File: src/rtl/demux_1x4_rr_dispatcher.sv
// ---------------------------------------------------------------------------
// demux_1x4_rr_dispatcher
//   Takes one valid/ready input stream and dispatches each accepted word to
//   one of four 1-deep output registers in round-robin order. A channel is
//   skipped while it is masked off, or while it is occupied and not draining.
//
// Ports
//   clk        rising-edge clock
//   rst_n      synchronous active-low reset
//   en_mask    per-channel dispatch enable (bit i = channel i)
//   in_valid   producer word valid
//   in_ready   dispatcher can accept this cycle (combinational)
//   in_data    producer word
//   out_valid  channel i holds a word
//   out_ready  consumer i takes its word this cycle
//   out_data   channel i word at [i*DATA_W +: DATA_W]
//   sel        channel index of the most recent dispatch
//   acc_cnt    words accepted since reset (wraps)
// ---------------------------------------------------------------------------
module demux_1x4_rr_dispatcher #(
  parameter int unsigned DATA_W = 8,
  parameter int unsigned CNT_W  = 16
) (
  input  logic                clk,
  input  logic                rst_n,
  input  logic [3:0]          en_mask,
  input  logic                in_valid,
  output logic                in_ready,
  input  logic [DATA_W-1:0]   in_data,
  output logic [3:0]          out_valid,
  input  logic [3:0]          out_ready,
  output logic [4*DATA_W-1:0] out_data,
  output logic [1:0]          sel,
  output logic [CNT_W-1:0]    acc_cnt
);

  localparam int unsigned NCH   = 4;
  localparam int unsigned PTR_W = 2;

  logic [PTR_W-1:0]  r_ptr;
  logic [PTR_W-1:0]  r_sel;
  logic [NCH-1:0]    r_valid;
  logic [DATA_W-1:0] r_data [NCH];
  logic [CNT_W-1:0]  r_cnt;

  logic [NCH-1:0]    w_free;
  logic              w_found;
  logic [PTR_W-1:0]  w_ch;
  logic [PTR_W-1:0]  w_idx;
  logic              w_accept;

  // A draining slot is reusable in the same cycle, giving 1 word/cycle per channel.
  assign w_free   = en_mask & (~r_valid | out_ready);
  assign in_ready = |w_free;
  assign w_accept = in_valid & in_ready;

  // First free channel searching ptr, ptr+1, ptr+2, ptr+3 (mod 4).
  always_comb begin
    w_found = 1'b0;
    w_ch    = r_ptr;
    w_idx   = r_ptr;
    for (int k = 0; k < NCH; k++) begin
      w_idx = r_ptr + PTR_W'(k);
      if (!w_found && w_free[w_idx]) begin
        w_found = 1'b1;
        w_ch    = w_idx;
      end
    end
  end

  // Channel registers, pointer, select and accept counter.
  always_ff @(posedge clk) begin
    if (!rst_n) begin
      r_valid <= '0;
      for (int i = 0; i < NCH; i++) begin
        r_data[i] <= '0;
      end
      r_sel <= '0;
      r_ptr <= '0;
      r_cnt <= '0;
    end else begin
      for (int i = 0; i < NCH; i++) begin
        // A load wins over a drain, so a reloaded channel stays valid.
        if (w_accept && (w_ch == PTR_W'(i))) begin
          r_valid[i] <= 1'b1;
          r_data[i]  <= in_data;
        end else if (r_valid[i] && out_ready[i]) begin
          r_valid[i] <= 1'b0;
        end
      end
      if (w_accept) begin
        r_sel <= w_ch;
        r_ptr <= w_ch + PTR_W'(1);
        r_cnt <= r_cnt + CNT_W'(1);
      end
    end
  end

  assign out_valid = r_valid;
  assign sel       = r_sel;
  assign acc_cnt   = r_cnt;

  for (genvar g = 0; g < NCH; g++) begin : g_out
    assign out_data[g*DATA_W +: DATA_W] = r_data[g];
  end

endmodule

File: config.mk
export PLATFORM = sky130hd
export DESIGN_NAME = demux_1x4_rr_dispatcher
export DESIGN_NICKNAME = d
export VERILOG_FILES = /design/src/rtl/demux_1x4_rr_dispatcher.sv
export SDC_FILE = /design/constraint.sdc
export NUM_CORES = 1
export LEC_CHECK = 0
export CAP_MARGIN = 0
export CORE_MARGIN = 2
export CORE_UTILIZATION = 28
export DETAILED_ROUTE_END_ITERATION = 12
export MAX_ROUTING_LAYER = met4
export PLACE_DENSITY = 0.49
export SETUP_SLACK_MARGIN = 0.05
export SYNTH_ARGS = -nofsm -noshare
export SYNTH_HDL_FRONTEND = slang
export SYNTH_SLANG_ARGS = --single-unit
File: constraint.sdc
create_clock -name clk -period 4.2 [get_ports clk]
set_input_delay 1.26 -clock clk [delete_from_list [all_inputs] [get_ports clk]]
set_output_delay 1.26 -clock clk [all_outputs]
set_load 0.05 [all_outputs]
==> impl_metrics.csv, run 1 <==
group,metric,value,unit
clock_network,cts-root-buf,"clkbuf_8",
power_and_ir_drop,power_frac_comb,0.243,
power_and_ir_drop,p_seq_frac,0.486,
route,postRouteAntennaNets,0,
critical_path,cp_data_arrival_time,2.48,ns
grt,grtUsageTotal,0.128,
route,detailedRoute.firstPassIterationCount,4,
yosys,synth_warnings,0,
power_and_ir_drop,power,1.32,mW
placed_design,gp_congestion,0.736,
clock_network,cts_setup_buffers,0,
finish,finalNetCount,315,
die,dieArea,9800,µm²
timing,setup_viol,0,
power_and_ir_drop,power_frac_clock,0.271,
yosys,syn_avg_cell_area,11.6,µm²
die,core_area,8720,µm²
timing,period_needed,3.74,ns
grt,grt_first_pass_wirelength,9600,µm
yosys,synthTopCellsByCount,"34 x and2_1, 32 x edfxtp_1, 24 x dfxtp_1, 24 x nand2_1, 11 x nor2_1",
route,finalWirelength,5910,µm
clock_network,ctsResizeCount,0,
finish,nFillCells,860,
finish,antenna_cells,0,
yosys,synth_edf_count,32,
timing,slew_headroom,0.654,
power_and_ir_drop,p_per_area,383,nW/µm²
die,placementRows,34,
route,wl_met1,2790,µm
clock_network,postCtsHoldBufs,0,
route,route.met2.wl,2750,µm
die,fp.dieW,99.0,µm
power_and_ir_drop,switchingPower,410,µW
route,drt_iter0_drc,48,
timing,rsz0062_at_grt,"false",
die,start_util,0.290,
yosys,ys_seq_area_frac,0.571,
yosys,async_flop_share,0,
clock_network,cts_tree,"done",
yosys,ys.flop_type,"edfxtp_1",
yosys,synth_most_common_cell,"and2_1",
yosys,synth_largest_area_cell,"edfxtp_1",
clock_network,clk_pin_slew,0.09,ns
power_and_ir_drop,ir_drop,0.172,mV
status,status,"finished, final reports clean",
timing,skew,0.00656,ns
critical_path,crit_fanout,10,
die,chipHeight,99.0,µm
timing,finalMaxSlewViolations,0,
timing,setup_tns,0,ns
route,highest_layer,"met4",
placed_design,port_buffers,73,
timing,fin_crit_sh,0.890,
finish,utilization,0.397,
power_and_ir_drop,p_leak,1.31,nW
yosys,ys_types,37,
clock_network,cts_max_level,2,
grt,antenna_found_initial,0,
route,drcViolationCount,0,
placed_design,dp_hpwl,4420,µm
critical_path,worstSetupStartpointType,"primary input",
clock_network,clock_latency,0.31,ns
critical_path,crit_type,"primary input to primary output",
yosys,netlist.area_leader.share,0.380,
clock_network,clk_path_buf_depth,2,
route,wl_per_cell,14.8,µm
yosys,syn_inst,218,
critical_path,cp-end-kind,"primary output",
yosys,syn_area,2530,µm²
grt,overflow,0,
yosys,ys_ff_latch,56,
power_and_ir_drop,switching_share,0.310,
power_and_ir_drop,intPower,913,µW
route,vias,1807,
timing,fmax,268,MHz
timing,final-hold-violation-count,0,
route,wl_met3,330,µm
yosys,syn_nets,242,
finish,drive_gt1_frac,0.0651,
clock_network,cts_buffers,5,
grt,grt_max_degree,18,
die,ios,74,
route,viasPerCell,4.52,
run,cap_violations,0,
yosys,synth_area_leaders,"edfxtp_1 38%, dfxtp_1 19%, and2_1 8.4%",
timing,worstMarginPinSlew,0.517,ns
min_path,hold_path.class,"flip-flop to flip-flop",
finish,areaGrowthSynthToFinish,36.9,%
grt,grt_pass1_vias,1816,
critical_path,crit_required,2.94,ns
clock_network,cts_sinks,56,
## per-layer routing
metal / track usage / up-vias
met2: 0.203 / 62
met5: - / -
li1: - / 909
met1: 0.166 / 831
met3: 0.0305 / 5
met4: 0.0285 / 0
## layout by cell type, fill, tap and decap left out, drive strengths merged, types with 3 or more instances in the layout
master | synthesis | final
nand2 | 24 | 24
inv | 6 | 7
nand2b | 10 | 10
nand4 | 5 | 5
clkdlybuf4s50 | 0 | 72
edfxtp | 32 | 32
o21bai | 4 | 4
a21oi | 7 | 7
buf | 4 | 3
and3 | 6 | 6
clkbuf | 5 | 6
xnor2 | 8 | 8
nor2 | 11 | 11
ha | 5 | 5
nand3 | 4 | 4
dfxtp | 24 | 24
and2 | 34 | 34
a211oi | 4 | 4
mux2i | 8 | 8
## cell type report
type                       count  area [µm²]  area share
sequential                    56        1440       0.417
multi-input combinational    147        1000       0.291
timing repair buffer          75         743       0.215
tap                          108         135      0.0391
clock inverter                 2        38.8      0.0112
clock buffer                   6        72.6      0.0210
inverter                       6        22.5     0.00651
## power by group through the flow
| stage | sequential (mW) | combinational, mW | clock, mW |
|---|---|---|---|
| final | 0.643 | 0.321 | 0.359 |
| after global routing | 0.648 | 0.342 | 0.396 |
| after CTS | 0.644 | 0.326 | 0.371 |
| after detailed placement | 0.656 | 0.325 | 0 |
| after global placement | 0.656 | 0.323 | 0 |
| after floorplan | 0.780 | 0.0847 | 0 |
## state kept, by name, summed over array words and instances (netlist names)
signal	cells
r_ptr	2
out_valid	4
sel	2
acc_cnt	16
r_data	32
## metrics by stage
step                      hold slack, ns  std cells  cell area (µm²)  worst slack [ns]
after floorplan                    0.526        218             2530             0.877
after global placement             0.460        392             3350             0.434
after detailed placement           0.474        392             3350             0.460
after CTS                          0.490        400             3460             0.450
after global routing               0.526        400             3460             0.390
final                              0.482        400             3460             0.463
## path summary, 6_finish.rpt
| path | startpoint | end | slack (ns) | depth (start not counted) |
|---|---|---|---|---|
| worst min register to register | acc_cnt[15]$_SDFFE_PN0N_ | acc_cnt[15]$_SDFFE_PN0N_ | 0.48 | 2 |
| worst min-delay path | acc_cnt[15]$_SDFFE_PN0N_ | acc_cnt[15]$_SDFFE_PN0N_ | 0.48 | 2 |
| worst max register to register | r_ptr[0]$_SDFFE_PN0N_ | r_data[1][5]$_SDFFCE_PN0P_ | 1.99 | 7 |
| worst max-delay path | out_ready[0] | in_ready | 0.46 | 5 |
## critical path: stages
cell and delay (ns):
clkdlybuf4s50_1 0.39, nand2b_2 0.22, a22oi_4 0.30, nand2_1 0.10, buf_4 0.20
## cell families (layout without fill, tap and decap cells)
logic type               Yosys count  in the layout  synth area share
XOR/XNOR                           8              8            0.0277
flip-flops                        56             56             0.571
AND/OR/NAND/NOR                   96             96             0.216
buffers and inverters             15             89            0.0317
AO/OA/AOI/OAI                     30             30            0.0971
multiplexers                       8              8            0.0317
adder cells (fa/ha/maj)            5              5            0.0248
No activity file was read; power rests on OpenSTA's default activity.
==> run 2, diff against run 1 <==
- CAP_MARGIN: 0 -> not set
==> results of run 2 <==
No change in the layout: final DEF, timing and power equal those of run 1.
